$ cat src/rtl/ysyx_25040111_lsu_pkg.sv
// Shared encodings for the LSU: FSM states, AXI burst/size/resp constants,
// access-mask encoding and access-fault cause codes.
package ysyx_25040111_lsu_pkg;

  typedef enum logic [2:0] {
    ST_IDLE  = 3'd0,
    ST_RADDR = 3'd1,
    ST_RDATA = 3'd2,
    ST_WREQ  = 3'd3,
    ST_WRESP = 3'd4
  } lsu_state_e;

  localparam logic [1:0] AXI_BURST_INCR = 2'b01;
  localparam logic [2:0] AXI_SIZE_B     = 3'd0;
  localparam logic [2:0] AXI_SIZE_H     = 3'd1;
  localparam logic [2:0] AXI_SIZE_W     = 3'd2;
  localparam logic [1:0] AXI_RESP_OKAY  = 2'b00;

  localparam logic [1:0] MASK_B = 2'b00;
  localparam logic [1:0] MASK_H = 2'b01;
  localparam logic [1:0] MASK_W = 2'b11;

  localparam logic [3:0] ERR_LOAD_FAULT  = 4'd5;
  localparam logic [3:0] ERR_STORE_FAULT = 4'd7;

  // Cache refills always move whole words regardless of the requested mask.
  function automatic logic [2:0] mask_to_size(input logic [1:0] mask, input logic burst);
    logic [2:0] size;
    if (burst) begin
      size = AXI_SIZE_W;
    end else begin
      case (mask)
        MASK_B:  size = AXI_SIZE_B;
        MASK_H:  size = AXI_SIZE_H;
        default: size = AXI_SIZE_W;
      endcase
    end
    return size;
  endfunction

endpackage

$ cat src/rtl/ysyx_25040111_lsu_align.sv
// Combinational lane alignment: read extract/extend and write shift/strobe.
module ysyx_25040111_lsu_align
  import ysyx_25040111_lsu_pkg::*;
#(
  parameter int LANE_W = 32
) (
  input  logic [1:0]          i_rlo,
  input  logic [1:0]          i_rmask,
  input  logic                i_rsign,
  input  logic                i_rburst,
  input  logic [LANE_W-1:0]   i_rdata,
  output logic [LANE_W-1:0]   o_rdata,
  input  logic [1:0]          i_wlo,
  input  logic [1:0]          i_wmask,
  input  logic [LANE_W-1:0]   i_wdata,
  output logic [LANE_W-1:0]   o_wdata,
  output logic [LANE_W/8-1:0] o_wstrb
);

  logic [4:0]            w_rshamt;
  logic [15:0]           w_rshift;
  logic                  w_bext;
  logic                  w_hext;
  logic [LANE_W/8-1:0]   w_strb_base;

  assign w_rshamt = {i_rlo, 3'b000};
  assign w_rshift = 16'(i_rdata >> w_rshamt);
  assign w_bext   = i_rsign & w_rshift[7];
  assign w_hext   = i_rsign & w_rshift[15];

  always_comb begin
    o_rdata = i_rdata;
    if (!i_rburst) begin
      case (i_rmask)
        MASK_B:  o_rdata = {{(LANE_W-8){w_bext}}, w_rshift[7:0]};
        MASK_H:  o_rdata = {{(LANE_W-16){w_hext}}, w_rshift[15:0]};
        default: o_rdata = i_rdata;
      endcase
    end
  end

  always_comb begin
    case (i_wmask)
      MASK_B:  w_strb_base = (LANE_W/8)'(1);
      MASK_H:  w_strb_base = (LANE_W/8)'(3);
      default: w_strb_base = '1;
    endcase
  end

  // Misaligned halves/words are not split: bits shifted past the lane are dropped.
  assign o_wstrb = w_strb_base << i_wlo;
  assign o_wdata = i_wdata << {i_wlo, 3'b000};

endmodule

$ cat src/rtl/ysyx_25040111_lsu.sv
// LSU: turns arbiter lsu_* read/write requests into AXI4 master transactions.
// Optional macro YSYX_25040111_LSU_RESP_CHK_EN enables resp/id/rlast fault reporting.
module ysyx_25040111_lsu
  import ysyx_25040111_lsu_pkg::*;
#(
  parameter int ID_W   = 4,
  parameter int LANE_W = 32
) (
  input  logic              clock,
  input  logic              reset,
  input  logic              lsu_rvalid,
  output logic              lsu_rready,
  input  logic [31:0]       lsu_raddr,
  input  logic [7:0]        lsu_rlen,
  input  logic              lsu_burst,
  input  logic              lsu_rsign,
  input  logic [1:0]        lsu_rmask,
  output logic [LANE_W-1:0] lsu_rdata,
  input  logic              lsu_wvalid,
  output logic              lsu_wready,
  input  logic [31:0]       lsu_waddr,
  input  logic [LANE_W-1:0] lsu_wdata,
  input  logic [1:0]        lsu_wmask,
  output logic              awvalid,
  input  logic              awready,
  output logic [31:0]       awaddr,
  output logic [ID_W-1:0]   awid,
  output logic [7:0]        awlen,
  output logic [2:0]        awsize,
  output logic [1:0]        awburst,
  output logic              wvalid,
  input  logic              wready,
  output logic [LANE_W-1:0] wdata,
  output logic [3:0]        wstrb,
  output logic              wlast,
  input  logic              bvalid,
  output logic              bready,
  input  logic [1:0]        bresp,
  input  logic [ID_W-1:0]   bid,
  output logic              arvalid,
  input  logic              arready,
  output logic [31:0]       araddr,
  output logic [ID_W-1:0]   arid,
  output logic [7:0]        arlen,
  output logic [2:0]        arsize,
  output logic [1:0]        arburst,
  input  logic              rvalid,
  output logic              rready,
  input  logic [LANE_W-1:0] rdata,
  input  logic [1:0]        rresp,
  input  logic              rlast,
  input  logic [ID_W-1:0]   rid,
  output logic              lsu_err,
  output logic [3:0]        lsu_errtp
);

  lsu_state_e        r_state;
  lsu_state_e        w_next;
  logic [31:0]       r_addr;
  logic [7:0]        r_rlen;
  logic [1:0]        r_mask;
  logic              r_sign;
  logic              r_burst;
  logic [LANE_W-1:0] r_wdata;
  logic              r_aw_done;
  logic              r_w_done;
  logic [7:0]        r_beat;

  logic w_ar_hs, w_r_hs, w_aw_hs, w_w_hs, w_b_hs;
  logic w_aw_ok, w_w_ok;

  assign w_ar_hs = arvalid & arready;
  assign w_r_hs  = rvalid & rready;
  assign w_aw_hs = awvalid & awready;
  assign w_w_hs  = wvalid & wready;
  assign w_b_hs  = bvalid & bready;
  assign w_aw_ok = r_aw_done | w_aw_hs;
  assign w_w_ok  = r_w_done | w_w_hs;

  always_ff @(posedge clock) begin
    if (reset) r_state <= ST_IDLE;
    else       r_state <= w_next;
  end

  always_comb begin
    w_next = r_state;
    case (r_state)
      ST_IDLE: begin
        if (lsu_rvalid)      w_next = ST_RADDR;
        else if (lsu_wvalid) w_next = ST_WREQ;
      end
      ST_RADDR: if (w_ar_hs) w_next = ST_RDATA;
      ST_RDATA: if (w_r_hs && rlast) w_next = ST_IDLE;
      ST_WREQ:  if (w_aw_ok && w_w_ok) w_next = ST_WRESP;
      ST_WRESP: if (w_b_hs) w_next = ST_IDLE;
      default:  w_next = ST_IDLE;
    endcase
  end

  always_comb begin
    arvalid    = 1'b0;
    rready     = 1'b0;
    awvalid    = 1'b0;
    wvalid     = 1'b0;
    bready     = 1'b0;
    lsu_rready = 1'b0;
    lsu_wready = 1'b0;
    case (r_state)
      ST_RADDR: arvalid = 1'b1;
      ST_RDATA: begin
        rready     = 1'b1;
        lsu_rready = rvalid;
      end
      ST_WREQ: begin
        awvalid = ~r_aw_done;
        wvalid  = ~r_w_done;
      end
      ST_WRESP: begin
        bready     = 1'b1;
        lsu_wready = bvalid;
      end
      default: ;
    endcase
  end

  // Read and write share the address/mask latches; only one is in flight.
  always_ff @(posedge clock) begin
    if (reset) begin
      r_addr    <= '0;
      r_rlen    <= '0;
      r_mask    <= '0;
      r_sign    <= 1'b0;
      r_burst   <= 1'b0;
      r_wdata   <= '0;
      r_aw_done <= 1'b0;
      r_w_done  <= 1'b0;
      r_beat    <= '0;
    end else begin
      case (r_state)
        ST_IDLE: begin
          r_aw_done <= 1'b0;
          r_w_done  <= 1'b0;
          if (lsu_rvalid) begin
            r_addr  <= lsu_raddr;
            r_rlen  <= lsu_burst ? lsu_rlen : 8'd0;
            r_mask  <= lsu_rmask;
            r_sign  <= lsu_rsign;
            r_burst <= lsu_burst;
          end else if (lsu_wvalid) begin
            r_addr  <= lsu_waddr;
            r_wdata <= lsu_wdata;
            r_mask  <= lsu_wmask;
            r_burst <= 1'b0;
          end
        end
        ST_RADDR: if (w_ar_hs) r_beat <= '0;
        ST_RDATA: if (w_r_hs) r_beat <= r_beat + 8'd1;
        ST_WREQ: begin
          if (w_aw_hs) r_aw_done <= 1'b1;
          if (w_w_hs)  r_w_done  <= 1'b1;
        end
        default: ;
      endcase
    end
  end

  assign araddr  = r_addr;
  assign arid    = '0;
  assign arlen   = r_rlen;
  assign arsize  = mask_to_size(r_mask, r_burst);
  assign arburst = AXI_BURST_INCR;
  assign awaddr  = r_addr;
  assign awid    = '0;
  assign awlen   = 8'd0;
  assign awsize  = mask_to_size(r_mask, 1'b0);
  assign awburst = AXI_BURST_INCR;
  assign wlast   = 1'b1;

  ysyx_25040111_lsu_align #(.LANE_W(LANE_W)) u_align (
    .i_rlo    (r_addr[1:0]),
    .i_rmask  (r_mask),
    .i_rsign  (r_sign),
    .i_rburst (r_burst),
    .i_rdata  (rdata),
    .o_rdata  (lsu_rdata),
    .i_wlo    (r_addr[1:0]),
    .i_wmask  (r_mask),
    .i_wdata  (r_wdata),
    .o_wdata  (wdata),
    .o_wstrb  (wstrb)
  );

`ifdef YSYX_25040111_LSU_RESP_CHK_EN
  logic w_rd_fault;
  logic w_wr_fault;

  // A faulting beat is still handed back; the fault rides alongside it.
  assign w_rd_fault = w_r_hs && ((rresp != AXI_RESP_OKAY) || (rid != '0) ||
                                 (rlast && (r_beat != r_rlen)));
  assign w_wr_fault = w_b_hs && ((bresp != AXI_RESP_OKAY) || (bid != '0));
  assign lsu_err    = w_rd_fault | w_wr_fault;
  assign lsu_errtp  = w_rd_fault ? ERR_LOAD_FAULT :
                      (w_wr_fault ? ERR_STORE_FAULT : 4'd0);
`else
  logic w_unused;
  assign w_unused  = ^{rresp, rid, bresp, bid, r_beat};
  assign lsu_err   = 1'b0;
  assign lsu_errtp = 4'd0;
`endif

endmodule

$ cat config.mk
export PLATFORM = sky130hd
export DESIGN_NAME = ysyx_25040111_lsu
export DESIGN_NICKNAME = d
export VERILOG_FILES = /design/src/rtl/ysyx_25040111_lsu_pkg.sv /design/src/rtl/ysyx_25040111_lsu_align.sv /design/src/rtl/ysyx_25040111_lsu.sv
export SDC_FILE = /design/constraint.sdc
export NUM_CORES = 1
export LEC_CHECK = 0
export CAP_MARGIN = 30
export CORE_AREA = 2 2 133 135
export DETAILED_ROUTE_END_ITERATION = 7
export DIE_AREA = 0 0 135 137
export PLACE_DENSITY = 0.69
export SETUP_SLACK_MARGIN = 0.2
export SLEW_MARGIN = 10
export SYNTH_ARGS = -nofsm -noshare
export SYNTH_HDL_FRONTEND = slang
export SYNTH_SLANG_ARGS = --single-unit
export TNS_END_PERCENT = 20
$ cat constraint.sdc
create_clock -name clock -period 2.2 [get_ports clock]
set_input_delay 0.44 -clock clock [delete_from_list [all_inputs] [get_ports clock]]
set_output_delay 0.44 -clock clock [all_outputs]
set_load 0.01 [all_outputs]
==> summary.txt <==
Worst setup path
  • Worst setup EP type: output port
  • Setup crit start kind: flop
  • Crit path max-delay cell type: mux4_2
  • Crit path DAT: 1.96 ns
  • Critical path, cell by cell: mux4_2 > nor2b_4 > o211a_4 > a21o_1 > buf_2
  • CP peak stage delay: 0.52 ns
  • Reg2reg start: r_state[1]$_SDFFE_PP0P_
  • Critical path class: reg -> out
  • Critical Path RT: 1.76 ns
  • Crit path buf inv count: 1
  • Crit path max fanout: 8
  • Crit path from: araddr[1]$_SDFFE_PP0P_
  • Cell family with most CP delay: multiplexers

Global route
  • Global-route wire length before repair: 28.7 mm
  • GRT Residual Overflow: 0
  • Largest net degree at the start of global routing: 41
  • Antenna violations before repair: 0
  • Total track usage: 0.198
  • Vias in the first global route: 5,320

Route
  • Antenna Nets Post-Route: 0
  • Final wirelength: 19.1 mm
  • Via count: 5,502
  • Routed len/inst: 16.4 microns
  • DRT Pass-1 Iters: 4
  • Residual DRC: 0
  • 1st-iter DRT viols: 307
  • Drt via density: 4.73

STA
  • Slew at the pin with the worst max-slew slack: 0.505 ns
  • Final Hold Fails: 0
  • Fmax: 417 MHz
  • Final WS setup: -0.198 ns
  • Max Slew Vio Count: 0
  • Final min period: 2.40 ns
  • Setup violators final: 53
  • Period utilisation layout: 1.09
  • Smallest hold slack: 0.450 ns
  • RSZ-0062 raised after global routing: true
  • Worst relative slew slack: 0.663
  • Layout Skew: 0.0125 ns

Synthesis
  • Number of synthesized flops with an enable pin: 0
  • Register area share after synthesis: 0.323
  • Commonest cells post-synth: nand2_1, dfxtp_1, nor2_1
  • Post-synthesis mux area share: 0.120
  • Top FF cell, synth: dfxtp_1
  • XOR/XNOR share of the synthesized area: 0
  • Syn Area/Cell: 7.64 sq um
  • Synth warn: 0
  • Mapped Cells: 657
  • Top-count cell post-synth: nand2_1
  • Synth Area in Compound Gates: 0.211
  • Post-Synth Simple-Gate Area: 0.202
  • Yosys top cell by area: dfxtp_1
  • Synth area leaders: dfxtp_1, mux2i_1, buf_4
  • Post-synth cell types: 37
  • Async S/R FF share, synth: 0
  • Adder-Cell Fraction of Synth Area: 0
  • Synth top area share: 0.323
  • Number of synthesized register bits: 81
  • Largest family of logic cells by synthesized area: compound AO/OA/AOI/OAI gates
  • Synth Cell Area: 0.00502 sq mm

Flow run
  • Max-cap violations: 0

Finish
  • Layout Nets: 1,096
  • Area Growth Syn to Fin: 69.3%
  • Fin area: 0.00850 sq mm
  • Diodes inserted: 0
  • Layout cells sized above 1: 0.150
  • Finished Layout Cells: 1,162

Worst hold path
  • Hold path startpoint: r_wdata[29]$_SDFFE_PP0P_
  • Hold crit path type: reg -> reg

Clock tree
  • Clk root buf: clkbuf_16
  • Max clock buf depth: 2
  • Worst skew pair latency: 0.35 ns
  • # hold bufs at CTS: 0
  • Cts bufs inserted: 9
  • CTS tree: built
  • Clk slew on worst S/H paths: 0.07 ns
  • # clock sinks: 81
  • Htree depth: 3

Power and ir drop
  • PwrDens: 1130 mW/mm^2
  • Sw Share: 0.406
  • P_sw: 3.90 mW
  • Worst vdd ir: 598 uV
  • Flop pwr share: 0.231
  • Logic gate share of total power: 0.612
  • Pint: 5.70 mW
  • Clock share of power: 0.157
  • Leakage power: 3.71 nW

Floorplanning
  • Cell Rows: 48
  • Die width: 135 microns
  • Die Area: 0.0185 sq mm
  • Starting Density: 0.294
  • Core area: 0.0171 sq mm
  • Top Ports: 343
  • DIE HEIGHT: 137 microns

Place
  • IO Port Bufs: 302
  • Dpl hpwl: 14.1 mm
  • GPL Wtd Cong: 0.808
  • DP Cell Count: 1,143
  • Post-DP Area: 0.00819 sq mm
  • Post-Place Setup Slack: -0.704 ns

Status
  • Status: finished with violations
  • Failing checks: negative setup slack
[layer usage]
layer | GRT usage | vias to the layer above | wire length [microns]
met5 | 0 | - | 0
met4 | 0.0527 | 0 | 270
met3 | 0.0559 | 17 | 1510
met2 | 0.347 | 213 | 9320
met1 | 0.238 | 2553 | 8000
li1 | - | 2719 | -
[per-stage QoR]
step	util	setup TNS, ns	power (mW)
2_1_floorplan	-	0	5.25
3_3_place_gp	0.480	-16.37	8.19
3_5_place_dp	0.480	-17.10	8.22
4_1_cts	0.495	-7.49	9.63
5_1_grt	0.498	-10.98	10.2
6_report	0.498	-5.85	9.60
[cell type report]
class / count / area [sq um]
clock buffer: 9 / 225
clock inverter: 7 / 73.8
timing repair buffer: 352 / 3380
fill: 1712 / 8560
inverter: 3 / 11.3
multi-input combinational: 485 / 2890
sequential: 81 / 1640
tap: 225 / 282
[path summary, 6_finish.rpt]
path / endpoint / slack (ns) / cells past startpoint
max reg2reg: araddr[10]$_SDFFE_PP0P_ / 0.51 / 7
min: r_wdata[29]$_SDFFE_PP0P_ / 0.45 / 2
max: lsu_rdata[16] / -0.20 / 5
min reg2reg: r_wdata[29]$_SDFFE_PP0P_ / 0.45 / 2
[flip-flops by register name, indices dropped and copies added (netlist names)]
name	count
r_w_done	1
r_state	3
r_sign	1
r_aw_done	1
r_burst	1
araddr	32
r_wdata	32
r_mask	2
arlen	8
[what timing repair did]
action                     4_1_cts  5_1_grt
setup endpoints to repair       80       75
gates resized for setup        182       31
pin swaps                        0        1
setup buffers                    0        0
cloned                           3        0
hold endpoints to repair         0        0
[placed cells by master, fill, tap and decap left out, types with 3 or more instances in the layout]
cell type and count:
buf_12 7, a21oi_1 66, mux2i_2 8, nand2b_1 3, and2_1 20, o221a_2 7, nand2_1 99, dfxtp_4 4
nor2b_1 9, buf_16 3, dlygate4sd2_1 37, clkbuf_2 4, dfxtp_1 75, clkbuf_16 9, conb_1 28, mux2i_1 50
buf_4 34, buf_2 32, clkdlybuf4s50_1 223, a21o_1 18, inv_8 3, o21ai_0 19, nor2_2 3, a211oi_2 3
a211oi_1 41, buf_6 5, nand3_1 8, nor2_1 77, dlymetal6s2s_1 6
[power groups by stage]
stage	registers, mW	clock network, mW	logic (mW)
2_1_floorplan	2.22	0	3.03
3_3_place_gp	2.21	0	5.98
3_5_place_dp	2.20	0	6.02
4_1_cts	2.20	1.55	5.88
5_1_grt	2.28	1.61	6.35
6_report	2.22	1.50	5.88
[tightest hold or removal path, cell delays in order, from the launching register on]
cell     delay (ns)
dfxtp_1        0.31
nand2_1        0.05
a21oi_1        0.05
[logic make-up (layout without fill, tap and decap cells)]
logic type             Yosys count  in the layout
AOI/OAI and AO/OA              165            166
buffers and inverters          118            371
DFF                             81             81
muxes                           59             59
other                            2             28
and+or+nand+nor                232            232
(Power assumes the default switching activity.)
